$ cat src/rtl/dmem_arbiter_pkg.sv
// Shared definitions for the data-memory arbiter: data width, arbiter states, master indices.
package dmem_arbiter_pkg;

    localparam int DATA_W = 32;

    typedef enum logic {
        ARB_IDLE  = 1'b0,
        ARB_LOCK1 = 1'b1
    } arb_state_t;

    localparam logic M_CPU = 1'b0;
    localparam logic M_DMA = 1'b1;

endpackage

$ cat src/rtl/dmem_arb_rr2.sv
// Two-way round-robin pick; on a tie the master not granted last wins.
// Latency: pick is combinational; the last-grant pointer updates at the clock edge.
// Backpressure: none; a master that is not picked simply keeps requesting.
module dmem_arb_rr2
    import dmem_arbiter_pkg::*;
(
    input  logic       clk,
    input  logic       rst,
    input  logic [1:0] req,
    input  logic [1:0] gnt,
    output logic [1:0] pick
);

    logic last_gnt;

    // Reset points at the DMA side so the CPU wins the first tie.
    always_ff @(posedge clk) begin
        if (rst) begin
            last_gnt <= M_DMA;
        end else if (gnt[M_CPU]) begin
            last_gnt <= M_CPU;
        end else if (gnt[M_DMA]) begin
            last_gnt <= M_DMA;
        end
    end

    always_comb begin
        pick = req;
        if (req[M_CPU] && req[M_DMA]) begin
            pick = '0;
            if (last_gnt == M_DMA) begin
                pick[M_CPU] = 1'b1;
            end else begin
                pick[M_DMA] = 1'b1;
            end
        end
    end

endmodule

$ cat src/rtl/dmem_arbiter.sv
// Shares the single-port dmem between the CPU (m0) and DMA (m1); DMEM_ARB_STATS_EN adds stat counters.
// Latency: grant and memory drive are combinational; read data is registered, rvalid one cycle after gnt.
// Backpressure: a master holds its request until gnt; m1 may lock the port, bounded by MAX_BURST.
module dmem_arbiter
    import dmem_arbiter_pkg::*;
#(
    parameter int ADDR_W    = 16,
    parameter int MAX_BURST = 8
) (
    input  logic              clk,
    input  logic              rst,
    input  logic              m0_req,
    input  logic              m0_we,
    input  logic [ADDR_W-1:0] m0_addr,
    input  logic [DATA_W-1:0] m0_wd,
    output logic              m0_gnt,
    output logic              m0_rvalid,
    output logic [DATA_W-1:0] m0_rd,
    input  logic              m1_req,
    input  logic              m1_we,
    input  logic [ADDR_W-1:0] m1_addr,
    input  logic [DATA_W-1:0] m1_wd,
    input  logic              m1_lock,
    output logic              m1_gnt,
    output logic              m1_rvalid,
    output logic [DATA_W-1:0] m1_rd,
    output logic [ADDR_W-1:0] dmem_a,
    output logic [DATA_W-1:0] dmem_wd,
    output logic              dmem_we,
    input  logic [DATA_W-1:0] dmem_rd
`ifdef DMEM_ARB_STATS_EN
    ,
    output logic [31:0]       stat_conflict,
    output logic [15:0]       stat_starve
`endif
);

    localparam logic [7:0] MAX_BURST_C = 8'(MAX_BURST);

    arb_state_t state, state_nxt;
    logic [7:0] burst_cnt, burst_nxt;
    logic [1:0] rr_pick;
    logic [1:0] gnt;
    logic       force_m0;

    dmem_arb_rr2 u_rr2 (
        .clk  (clk),
        .rst  (rst),
        .req  ({m1_req, m0_req}),
        .gnt  (gnt),
        .pick (rr_pick)
    );

    // m1 has held the port for MAX_BURST beats while m0 waited: give m0 one beat.
    assign force_m0 = (state == ARB_LOCK1) && m1_req && m0_req && (burst_cnt == MAX_BURST_C);

    always_comb begin
        gnt       = '0;
        state_nxt = state;
        burst_nxt = burst_cnt;
        case (state)
            ARB_IDLE: begin
                gnt = rr_pick;
                if (gnt[M_DMA] && m1_lock) begin
                    state_nxt = ARB_LOCK1;
                end
            end
            ARB_LOCK1: begin
                if (force_m0) begin
                    gnt[M_CPU] = 1'b1;
                end else if (m1_req) begin
                    gnt[M_DMA] = 1'b1;
                    if (!m1_lock) begin
                        state_nxt = ARB_IDLE;
                    end
                end else begin
                    gnt[M_CPU] = m0_req;
                    state_nxt  = ARB_IDLE;
                end
            end
            default: state_nxt = ARB_IDLE;
        endcase
        if (gnt[M_CPU] || state_nxt == ARB_IDLE) begin
            burst_nxt = '0;
        end else if (gnt[M_DMA] && m0_req) begin
            burst_nxt = burst_cnt + 8'd1;
        end
        if (rst) begin
            gnt = '0;
        end
    end

    assign m0_gnt = gnt[M_CPU];
    assign m1_gnt = gnt[M_DMA];

    always_comb begin
        dmem_a  = '0;
        dmem_wd = '0;
        dmem_we = 1'b0;
        if (gnt[M_CPU]) begin
            dmem_a  = m0_addr;
            dmem_wd = m0_wd;
            dmem_we = m0_we;
        end else if (gnt[M_DMA]) begin
            dmem_a  = m1_addr;
            dmem_wd = m1_wd;
            dmem_we = m1_we;
        end
    end

    always_ff @(posedge clk) begin
        if (rst) begin
            state     <= ARB_IDLE;
            burst_cnt <= '0;
            m0_rvalid <= 1'b0;
            m1_rvalid <= 1'b0;
            m0_rd     <= '0;
            m1_rd     <= '0;
        end else begin
            state     <= state_nxt;
            burst_cnt <= burst_nxt;
            m0_rvalid <= gnt[M_CPU] && !m0_we;
            m1_rvalid <= gnt[M_DMA] && !m1_we;
            if (gnt[M_CPU] && !m0_we) begin
                m0_rd <= dmem_rd;
            end
            if (gnt[M_DMA] && !m1_we) begin
                m1_rd <= dmem_rd;
            end
        end
    end

`ifdef DMEM_ARB_STATS_EN
    always_ff @(posedge clk) begin
        if (rst) begin
            stat_conflict <= '0;
            stat_starve   <= '0;
        end else begin
            if (m0_req && m1_req && stat_conflict != '1) begin
                stat_conflict <= stat_conflict + 32'd1;
            end
            if (force_m0 && stat_starve != '1) begin
                stat_starve <= stat_starve + 16'd1;
            end
        end
    end
`endif

endmodule

$ cat config.mk
export PLATFORM = sky130hd
export DESIGN_NAME = dmem_arbiter
export DESIGN_NICKNAME = d
export VERILOG_FILES = /design/src/rtl/dmem_arbiter_pkg.sv /design/src/rtl/dmem_arb_rr2.sv /design/src/rtl/dmem_arbiter.sv
export SDC_FILE = /design/constraint.sdc
export NUM_CORES = 1
export LEC_CHECK = 0
export BUFFER_PORTS_ARGS = -buffer_cell sky130_fd_sc_hd__buf_2
export CAP_MARGIN = 20
export CELL_PAD_IN_SITES_DETAIL_PLACEMENT = 0
export CELL_PAD_IN_SITES_GLOBAL_PLACEMENT = 2
export CORE_ASPECT_RATIO = 0.5
export CORE_MARGIN = 2
export CORE_UTILIZATION = 21
export CTS_CLUSTER_SIZE = 40
export DETAILED_ROUTE_END_ITERATION = 10
export GPL_TIMING_DRIVEN = 0
export PLACE_DENSITY_LB_ADDON = 0.1
export SKIP_CTS_REPAIR_TIMING = 1
export SYNTH_ARGS = -nofsm -noshare
export SYNTH_HDL_FRONTEND = slang
export SYNTH_HIERARCHICAL = 1
export SYNTH_SLANG_ARGS = --single-unit
export TNS_END_PERCENT = 5
$ cat constraint.sdc
create_clock -name clk -period 2.29 [get_ports clk]
set_clock_uncertainty 0.05 [all_clocks]
set_input_delay 0.458 -clock clk [delete_from_list [all_inputs] [get_ports clk]]
set_output_delay 0.458 -clock clk [all_outputs]
set_load 0.02 [all_outputs]
; Word level (Yosys, flattened, before mapping)
; Index checks and enable logic that the tools add are counted.
[classes]
add_sub_neg = 1
n_eq_ne = 1
muxes = 22
bitwise_logic = 2
n_reduce_logical = 13
[op_table]
columns = operator, n
row1 = $mux 32, 2
row2 = $mux 16, 2
row3 = $mux 1, 14
row4 = $add 8x1->8 const B, 1
row5 = $eq 8x4->1 const B, 1
row6 = $logic_and 1x1->1, 8
row7 = $mux 2, 2
row8 = $pmux 2 s2, 1
row9 = $logic_not 1->1, 2
row10 = $not 1->1, 2
row11 = $pmux 1 s2, 1
row12 = $reduce_bool 2->1, 1
row13 = $reduce_or 2->1, 1
row14 = $logic_or 1x1->1, 1
[totals]
regBits = 76
in_bits = 135
output_inout_bits = 117
word_cells = 46

; Longest topological paths before layout
[logic_depth]
word_depth = 8
depth_mapped = 8
mapped_depth_nobuf = 7

; By module
; Netlist, hierarchy kept.
[by_module_without_submodules]
columns = module, n_inst, cells_per_inst, area_per_inst_um2, seq_area_each_um2
row1 = dmem_arbiter, 1, 333, 3699.8, 1501.4
row2 = dmem_arb_rr2, 1, 6, 53.8, 20.0

; Worst setup path after synthesis
; Ideal clock, no wire load.
[synth_timing]
path_type = in2out
startpoint = in m1_req
endpoint = out dmem_we
t_arrival_ps = 1999
t_required_ps = 1782
slack_ps = -217
stages = 5
n_path_buf = 1
path_cell_list = nor4bb_1 -> a311oi_1 -> nor3_1 -> buf_2 -> mux2i_1
[synth_via]
word_cells_on_any_way = 13
cone_classes = mux (9) / reduce/logical (4)
[synth_lines]
columns = item, line
row1 = "start, declared", dmem_arbiter.sv:19  ; input logic m1_req,
row2 = $logic_and 1x1->1 (3 in a row), dmem_arbiter.sv:55  ; assign force_m0 = (state == ARB_LOCK1) && m1_req && m0_req && (burst_cnt == MAX_BURST_C);
row3 = $mux 1, dmem_arbiter.sv:69  ; if (force_m0) begin
row4 = $pmux 2 s2 *, dmem_arbiter.sv:61  ; case (state)
row5 = $mux 2 *, dmem_arbiter.sv:88  ; if (rst) begin
row6 = via m0_gnt, dmem_arbiter.sv:16  ; output logic m0_gnt,
row7 = $mux 1 *, dmem_arbiter.sv:100  ; if (gnt[M_CPU]) begin
row8 = "end, declared", dmem_arbiter.sv:29  ; output logic dmem_we,
; The timed path passes the listed nets; every way through them passes the cells marked *.

; Worst setup path after layout
[layout_timing]
startpoint = reg burst_cnt[4]
endpoint = out dmem_a[10]
[layout_via]
elab_chain_cells = 7
word_cells_on_any_way = 8
cone_classes = eq/ne (1) / mux (6) / reduce/logical (1)
[layout_rtl]
columns = item, line
row1 = "start, declared", dmem_arbiter.sv:41  ; logic [7:0] burst_cnt, burst_nxt;
row2 = "start signal, assigned", dmem_arbiter.sv:121  ; burst_cnt <= burst_nxt;
row3 = $eq 8x4->1 *, dmem_arbiter.sv:55
row4 = $logic_and 1x1->1 *, dmem_arbiter.sv:55
row5 = $mux 1, dmem_arbiter.sv:69
row6 = $pmux 2 s2 *, dmem_arbiter.sv:61
row7 = $mux 2 *, dmem_arbiter.sv:88
row8 = $mux 16, dmem_arbiter.sv:104  ; end else if (gnt[M_DMA]) begin
row9 = $mux 16 *, dmem_arbiter.sv:100
row10 = "end, declared", dmem_arbiter.sv:27  ; output logic [ADDR_W-1:0] dmem_a,
; Mark *: on every way between the ends. The rest lies on a longest branch, timed or not.

==> out/metrics.cfg <==
[synth]
yosys_register_bits=76
post_synth_num_cell_types=33
synth_edf_count=0
postSynth.topFlopCell=dfxtp_1
asyncSetResetFlopFracSynth=0
synth-adder-area-share=0.00667
synth_top_family_by_area=multiplexers
synth_xor_xnor_area_share=0.0140
mappedNetlistArea_sq_um=3750
synthMuxAreaShare=0.232
synth-seq-area-share=0.405
yosys_warnings=6
synth-compound-area-share=0.140
syn_area_per_cell_sq_um=11.1
syn_nets=476
synth_simple_gate_area_frac=0.159
synthCells=339

[clock_tree]
clkSlewWorstSetupHoldPaths_ns=0.06
worstSkewPairLatency_ns=0.33
cts_num_sinks=76
root_buffer=clkbuf_16
tritoncts.num_buffers=9
max-clock-path-buffers=2
tritoncts_clock_tree=yes
htreeDepth=3

[floorplanning]
boundaryPins=252
die-area_sq_um=19000
height_of_the_chip_um=98.5
design.core.area_sq_um=17400
initial_core_utilization=0.215
die_w_um=193
std_cell_rows=34

[finish]
most_common_library_cell_in_the_layout_ignoring_fill_and_taps=buf_2
fin_cells=850
synthToLayoutAreaGrowth_pct=58.7
nFillCells=1835
proportion_of_layout_cells_with_a_drive_suffix_above_1=0.607
finish.net_count=746
layout.cells.most_common_list=234 x buf_2, 72 x dfxtp_1, 65 x nor2b_1

[worst_setup_path]
timing.critical_path.cells=or4b_4, o311ai_4, nor2_4, buf_6, buf_6, a22o_1, buf_6
rr_startpoint=burst_cnt[7]$_SDFFE_PP0P_
setup.worst_path.end_class=primary output
timing.critical_path.slowest_cell_delay_ns=0.56
crit_path_start=burst_cnt[4]$_SDFFE_PP0P_
critPathTopFamily=simple AND/OR/NAND/NOR gates
critical_path_class=reg -> out
worst-path-stages=7
rr_endpoint=m0_rd[19]$_SDFFE_PP0P_
timing.critical_path.slowest_stage_cell=or4b_4
worstPathMaxFanout=10
critical_path_buf_inv_count=3
critical_path_arrival_ns=2.30
crit_path_end=dmem_a[10]
regToRegSetupSlack_ns=-0.10
crit_top_cell=buf_6
reg2reg_depth=6
cp.required_ns=1.78
crit_path_start_kind=flip-flop

[timing]
finalWorstSetupSlack_ns=-0.518
rsz0062_at_grt=true
fmaxAchievable_mhz=356
final.min_clock_period_ns=2.81
timing_hold_violations_final=0
fin_hold_ws_ns=0.316
slew_viol_final=0
fin_crit_sh=1.23
worst_pin_slew_ns=0.715
finalSetupViolations=80
slew_headroom=0.521

[placement]
dp_slack_ns=-0.543
numPlacedInstances=824
dp_hpwl_mm=10.9
port-buffer-count=251
place_congestion=0.800

[run_status]
status=finished, violations left
violations=negative setup slack

[power]
powerDensity_nw_per_um2=651
p_leak_nw=2.91
p_int_mw=2.85
power.switching_fraction=0.265
power.combinational.fraction=0.212
fin_total_pwr_mw=3.88
net-switching-power_mw=1.03
irDropWorstVdd_mv=0.311
clkPwrFrac=0.423
seq_power_share=0.366

[drt]
post_drt_via_cell_ratio=4.15
via_count=3530
drt-pass1-iter-count=4
finalWirelength_mm=13.7
drc=0
postRouteAntennaNets=0
drt_first_iter_violations=56
wl_per_cell_um=16.1

[global_route]
grt_remaining_overflow=0
grt_usage=0.136
grt_pass1_vias=3472
maximum_number_of_pins_on_one_net_before_global_route_repair=14
grt_antenna_before_repair=2
grt_pass1_wl_mm=19.5

[hold_path]
timing.hold.worst.class=in -> reg

[run]
drv_cap=0

## layer usage
layer | wire [um] | up-vias | part of all wire | track usage
met5 | 0 | - | 0 | 0
met1 | 5470 | 1647 | 0.40 | 0.147
met4 | 204 | 0 | 0.015 | 0.0425
li1 | - | 1751 | - | -
met2 | 6970 | 115 | 0.51 | 0.248
met3 | 1030 | 17 | 0.075 | 0.0477
## layout make-up
class                      instances  area, sq um  share of cell area
sequential                        76         1530               0.257
buffer                            23          180              0.0302
inverter                           7         26.3             0.00441
clock buffer                      10          229              0.0384
multi-input combinational        233         2130               0.358
timing repair buffer             259         1450               0.243
tap                              234          293              0.0491
antenna                            2         5.00            0.000840
clock inverter                     6          113              0.0189
## power groups by stage
stage / Sequential (mW) / Clock, mW / Combinational [mW]
final: 1.42 / 1.64 / 0.823
after global routing: 1.43 / 1.76 / 0.886
after CTS: 1.42 / 1.71 / 0.776
after detailed placement: 1.45 / 0 / 0.775
after global placement: 1.45 / 0 / 0.780
after floorplan: 1.53 / 0 / 0.365
## Yosys cell counts, drive strengths merged, types with 2 or more instances
library cell,n,area [sq um]
ha,2,25.0
clkbuf,9,33.8
nand4,4,25.0
nand2,4,15.0
mux2i,3,30.0
o311ai,2,35.0
a22o,49,429
inv,7,26.3
xnor2,6,52.6
mux2,65,841
a21boi,2,15.0
nor2,13,51.3
nor3,6,30.0
dfxtp,76,1520
buf,14,101
nor2b,65,407
## registers in the layout, indices dropped and copies added (netlist names)
| signal | count |
|---|---|
| m0_rd | 32 |
| m1_rd | 32 |
| burst_cnt | 8 |
| m0_rvalid | 1 |
| m1_rvalid | 1 |
| state | 1 |
| u_rr2/last_gnt | 1 |
## per-stage QoR
step / util / cell area (sq um) / setup TNS (ns)
2_1_floorplan: - / 3770 / -0.722
3_3_place_gp: 0.305 / 5320 / -33.00
3_5_place_dp: 0.305 / 5320 / -31.63
4_1_cts: 0.324 / 5660 / -36.10
5_1_grt: 0.342 / 5960 / -33.09
6_report: 0.342 / 5960 / -25.92
## worst min path at each step
stage | start | to | depth (start not counted)
global route | dmem_rd[22] | m1_rd[22]$_SDFFE_PP0P_ | 2
CTS | dmem_rd[26] | m1_rd[26]$_SDFFE_PP0P_ | 2
global placement | burst_cnt[7]$_SDFFE_PP0P_ | burst_cnt[7]$_SDFFE_PP0P_ | 2
finish | dmem_rd[14] | m1_rd[14]$_SDFFE_PP0P_ | 2
floorplan | u_rr2/last_gnt$_SDFFE_PP1P_ | u_rr2/last_gnt$_SDFFE_PP1P_ | 2
detailed placement | u_rr2/last_gnt$_SDFFE_PP1P_ | u_rr2/last_gnt$_SDFFE_PP1P_ | 2
## cells by family (layout without fill, tap and decap cells)
kind of cell | after synthesis | count (layout)
other cells | 0 | 2
flops | 76 | 76
buf+inv | 30 | 305
simple gates | 98 | 98
compound gates | 59 | 59
fa+ha+maj | 2 | 2
xor+xnor | 6 | 6
mux | 68 | 68
(Power assumes the default switching activity.)
